## src/rtl/sw_debounce_pkg.sv

```systemverilog
// Shared state encodings and default sizing for the switch debouncer.
package sw_debounce_pkg;

  typedef enum logic [1:0] {
    ST_LOW  = 2'd0,
    ST_RISE = 2'd1,
    ST_HIGH = 2'd2,
    ST_FALL = 2'd3
  } db_state_e;

  localparam int DEF_NB_SW           = 4;
  localparam int DEF_DEBOUNCE_CYCLES = 1000000;
  localparam int DEF_NB_DB           = 20;

endpackage

```

## src/rtl/sw_debounce_chan.sv

```systemverilog
// One debounce channel: 4-state FSM with a settle counter and registered level/edge outputs.
module debounce_chan
  import sw_debounce_pkg::*;
#(
  parameter int DEBOUNCE_CYCLES = DEF_DEBOUNCE_CYCLES,
  parameter int NB_DB           = DEF_NB_DB
) (
  input  logic clock,
  input  logic i_reset,
  input  logic s,
  output logic o_sw,
  output logic o_rise,
  output logic o_fall,
  output logic o_rise_nxt
);

  localparam logic [NB_DB-1:0] CNT_MAX = NB_DB'(DEBOUNCE_CYCLES - 1);

  db_state_e        state_q, state_d;
  logic [NB_DB-1:0] cnt_q, cnt_d;
  logic             sw_q, sw_d;
  logic             rise_q, rise_d;
  logic             fall_q, fall_d;

  always_comb begin
    state_d = state_q;
    cnt_d   = cnt_q;
    sw_d    = sw_q;
    rise_d  = 1'b0;
    fall_d  = 1'b0;
    unique case (state_q)
      ST_LOW: begin
        if (s) begin
          state_d = ST_RISE;
          cnt_d   = '0;
        end
      end
      ST_RISE: begin
        if (!s) begin
          state_d = ST_LOW;
          cnt_d   = '0;
        end else if (cnt_q == CNT_MAX) begin
          state_d = ST_HIGH;
          cnt_d   = '0;
          sw_d    = 1'b1;
          rise_d  = 1'b1;
        end else begin
          cnt_d = cnt_q + NB_DB'(1);
        end
      end
      ST_HIGH: begin
        if (!s) begin
          state_d = ST_FALL;
          cnt_d   = '0;
        end
      end
      ST_FALL: begin
        if (s) begin
          state_d = ST_HIGH;
          cnt_d   = '0;
        end else if (cnt_q == CNT_MAX) begin
          state_d = ST_LOW;
          cnt_d   = '0;
          sw_d    = 1'b0;
          fall_d  = 1'b1;
        end else begin
          cnt_d = cnt_q + NB_DB'(1);
        end
      end
      default: begin
        state_d = ST_LOW;
        cnt_d   = '0;
        sw_d    = 1'b0;
      end
    endcase
  end

  always_ff @(posedge clock or negedge i_reset) begin
    if (!i_reset) begin
      state_q <= ST_LOW;
      cnt_q   <= '0;
      sw_q    <= 1'b0;
      rise_q  <= 1'b0;
      fall_q  <= 1'b0;
    end else begin
      state_q <= state_d;
      cnt_q   <= cnt_d;
      sw_q    <= sw_d;
      rise_q  <= rise_d;
      fall_q  <= fall_d;
    end
  end

  assign o_sw       = sw_q;
  assign o_rise     = rise_q;
  assign o_fall     = fall_q;
  // Exposed so the top can register o_valid in the same cycle as o_rise.
  assign o_rise_nxt = rise_d;

endmodule

```

## src/rtl/sw_debounce.sv

```systemverilog
// Board switch input path: 2-FF synchronizer, per-bit debounce channels, any-press strobe.
module sw_debounce
  import sw_debounce_pkg::*;
#(
  parameter int NB_SW           = DEF_NB_SW,
  parameter int DEBOUNCE_CYCLES = DEF_DEBOUNCE_CYCLES,
  parameter int NB_DB           = DEF_NB_DB
) (
  input  logic             clock,
  input  logic             i_reset,
  input  logic [NB_SW-1:0] i_sw_raw,
  output logic [NB_SW-1:0] o_sw,
  output logic [NB_SW-1:0] o_rise,
  output logic [NB_SW-1:0] o_fall,
  output logic             o_valid
);

  logic [1:0][NB_SW-1:0] sync_q, sync_d;
  logic [NB_SW-1:0]      rise_nxt;
  logic                  valid_q, valid_d;

  always_comb begin
    sync_d[0] = i_sw_raw;
    sync_d[1] = sync_q[0];
    valid_d   = |rise_nxt;
  end

  always_ff @(posedge clock or negedge i_reset) begin
    if (!i_reset) begin
      sync_q  <= '0;
      valid_q <= 1'b0;
    end else begin
      sync_q  <= sync_d;
      valid_q <= valid_d;
    end
  end

  for (genvar i = 0; i < NB_SW; i++) begin : g_chan
    debounce_chan #(
      .DEBOUNCE_CYCLES(DEBOUNCE_CYCLES),
      .NB_DB          (NB_DB)
    ) u_chan (
      .clock     (clock),
      .i_reset   (i_reset),
      .s         (sync_q[1][i]),
      .o_sw      (o_sw[i]),
      .o_rise    (o_rise[i]),
      .o_fall    (o_fall[i]),
      .o_rise_nxt(rise_nxt[i])
    );
  end

  assign o_valid = valid_q;

endmodule

```

## config.mk

```make
export PLATFORM = sky130hd
export DESIGN_NAME = sw_debounce
export DESIGN_NICKNAME = d
export VERILOG_FILES = /design/src/rtl/sw_debounce_pkg.sv /design/src/rtl/sw_debounce_chan.sv /design/src/rtl/sw_debounce.sv
export SDC_FILE = /design/constraint.sdc
export NUM_CORES = 1
export LEC_CHECK = 0
export CAP_MARGIN = 10
export CORE_MARGIN = 2
export CORE_UTILIZATION = 40
export DETAILED_ROUTE_END_ITERATION = 6
export GPL_ROUTABILITY_DRIVEN = 0
export SKIP_CTS_REPAIR_TIMING = 1
export SLEW_MARGIN = 20
export SYNTH_ARGS = -nofsm -noshare
export SYNTH_HDL_FRONTEND = slang
export SYNTH_SLANG_ARGS = --single-unit
export TNS_END_PERCENT = 10
```

## constraint.sdc

```tcl
create_clock -name clock -period 4 [get_ports clock]
set_input_delay 0.6 -clock clock [delete_from_list [all_inputs] [get_ports clock]]
set_output_delay 0.6 -clock clock [all_outputs]
set_load 0.01 [all_outputs]
```

==> metrics.yaml <==
routing:
  routedWlPerCell_um: 14.9
  drc: 0
  drt_iter0_markers: 319
  antenna_left: 0
  dr.pass1.iters: 5
  via_per_inst: 5.71
  vias: 4399
  wl_um: 11500
grt:
  grt_util_met3_pct: 2.93
  overflow: 0
  busiest_layer: "met2"
  antenna_found_initial: 0
  grt_use_met2_pct: 24.9
  grt_use_total_pct: 16.3
  grt_max_degree: 57
  grt_pass1_vias: 4091
  grt_use_met1_pct: 22.9
  grt_pass1_wl_um: 19600
cts:
  cts.sink_count: 109
  clock_latency_ns: 0.35
  cts-root-buf: "clkbuf_16"
  clk_pin_slew_ns: 0.07
  cts_tree: "done"
  cts_buffers: 9
  htree_levels: 3
  clk_path_buf_depth: 2
timing:
  fin_crit_sh_pct: 59.3
  fin_ws_ns: 1.63
  fmaxAchievable_ghz: 0.421
  relSlewSlack_pct: 30.7
  fin_skew_ns: 0.00995
  final_max_slew_viol_count: 0
  setup_viol: 0
  hold_viol_final: 0
  tns_ns: 0
  tightest_slew_ns: 1.04
  rsz0062_at_grt: "no"
  period_minus_slack_ns: 2.37
place:
  pre_cts_slack_ns: 1.66
  portBuffers: 18
  dp.final_hpwl_um: 7710
  placed_cell_area_mm2: 0.00590
setup_path:
  worstSetupPathType: "reg2reg"
  crit_path_max_fanout: 21
  cp-end-kind: "register"
  startpoint_type: "register"
  cp.arrival_ns: 2.61
  reg2reg_slack_ns: 1.63
  cp_data_required_time_ns: 4.24
worst_hold_path:
  hold_class: "in2async"
finish:
  diodes: 0
  final_common_cell: "dfrtp_1"
  fillCellCount: 1269
  drive_gt1_share_pct: 9.15
  final_cell_mix: "109 x dfrtp_1, 60 x nand2_1, 49 x a31oi_1"
  fin_area_mm2: 0.00622
  syn_to_final_growth_pct: 10.1
  finalNetCount: 595
synth:
  synth-seq-cells: 109
  dominantRegCellSynth: "dfrtp_1"
  avgSynthCellArea_um2: 9.63
  synth_edf_count: 0
  synth_nets: 597
  syn-cell-area_mm2: 0.00565
  yosys_warnings: 0
  ys_types: 59
  yosysTopAreaCellShare_pct: 48.3
  synth_async_sr_flop_share_pct: 100
  synthTopCellsByArea: "dfrtp_1 48%, a31oi_1 5.4%, nand2_1 4.0%"
  ys_seq_area_share_pct: 48.3
  synthCells: 587
  yosysTopAreaCell: "dfrtp_1"
power:
  ir_drop_uv: 220
  leakage_nw: 2.59
  power-per-cell-area_mw_per_mm2: 415
die:
  die_x_um: 123
  io_pins: 19
  initial_core_util_pct: 40.9
  dieHeight_um: 123
  die-area_mm2: 0.0151
  std_cell_rows: 43
  coreArea_mm2: 0.0138
flow_run:
  cap_violations: 0
run_status:
  outcome: "completed"
==> flip-flops by register name, indices dropped and copies added, names as in the netlist, named ones only <==
signal	cells
g_chan.u_chan.cnt_q	80
g_chan.u_chan.o_fall	4
g_chan.u_chan.o_rise	4
g_chan.u_chan.o_sw	4
g_chan.u_chan.state_q	4
sync_d	4
sync_q	4
o_valid	1
==> worst max-delay path: stages (launching register included) <==
cell and delay [ns]:
dfrtp_1 0.41, ha_1 0.22, nand3_1 0.17, nor4_1 0.47, a21oi_2 0.29, buf_4 0.28, and3_1 0.18, a221o_1 0.25
==> metrics by stage <==
stage	instances	hold WS, ns	total power, mW	util, %
2_1_floorplan	587	0.304	1.53	-
3_3_place_gp	754	0.332	1.61	42.6
3_5_place_dp	754	0.335	1.63	42.6
4_1_cts	770	0.323	2.61	45.0
5_1_grt	770	0.355	2.71	45.0
6_report	770	0.294	2.58	45.0
==> cells by family after synthesis <==
| kind of cell | share of synthesized area [%] |
|---|---|
| compound gates | 18.6 |
| simple gates | 24.5 |
| fa+ha+maj | 0.886 |
| xor+xnor | 1.08 |
| flops | 48.3 |
| buf+inv | 4.83 |
| mux | 1.88 |
==> area by class of cell <==
class                      instances  area (um^2)  share of cell area [%]
inverter                          18         67.6                    1.09
clock inverter                     4         70.1                    1.13
multi-input combinational        425         2660                    42.7
tap                              180          225                    3.62
timing repair buffer              22          220                    3.54
sequential                       109         2730                    43.8
clock buffer                      12          256                    4.12
==> layer usage <==
| layer | up-vias | part of all wire (%) |
|---|---|---|
| met5 | - | 0 |
| met4 | 0 | 1.6 |
| met3 | 12 | 3.3 |
| met2 | 87 | 46 |
| met1 | 2120 | 49 |
| li1 | 2180 | - |
==> cell usage after synthesis, types with 2 or more instances <==
cell type and n:
a21o_1 8, a21oi_1 40, a21oi_2 3, a22o_1 10
a31oi_1 49, a32o_1 2, a41oi_1 11, and2_1 5
and3_1 9, and4_1 5, and4b_1 2, buf_2 8
buf_4 15, clkbuf_1 11, dfrtp_1 109, ha_1 4
inv_1 18, mux2_2 5, mux2i_1 5, nand2_1 60
nand2b_1 14, nand3_1 41, nand3_2 3, nand3b_1 4
nand4_1 14, nand4_2 3, nor2_1 28, nor3_1 11
nor3_2 2, nor3b_1 4, nor4_1 8, nor4_4 2
o21ai_0 28, o31ai_1 6, or2_2 4, or3_1 6
or3b_1 2, or3b_4 2, xnor2_1 3, xor2_1 4
==> where the power goes <==
group | switching [mW] | internal, mW
sequential | 0.0647 | 1.16
clock | 0.394 | 0.581
combinational | 0.269 | 0.118
total | 0.727 | 1.86
==> final timing paths <==
| kind | cells after the start | start | to |
|---|---|---|---|
| worst max-delay path | 7 | g_chan[1].u_chan.cnt_q[0] | g_chan[1].u_chan.cnt_q[19] |
| worst min-delay path | 1 | i_reset | g_chan[1].u_chan.cnt_q[4] |
| worst max register to register | 7 | g_chan[1].u_chan.cnt_q[0] | g_chan[1].u_chan.cnt_q[19] |
| worst min register to register | 0 | sync_d[6] | sync_q[6] |
| max in group asynchronous | 2 | i_reset | g_chan[2].u_chan.o_rise |
| min in group clock | 0 | sync_d[6] | sync_q[6] |
(Power assumes the default switching activity.)
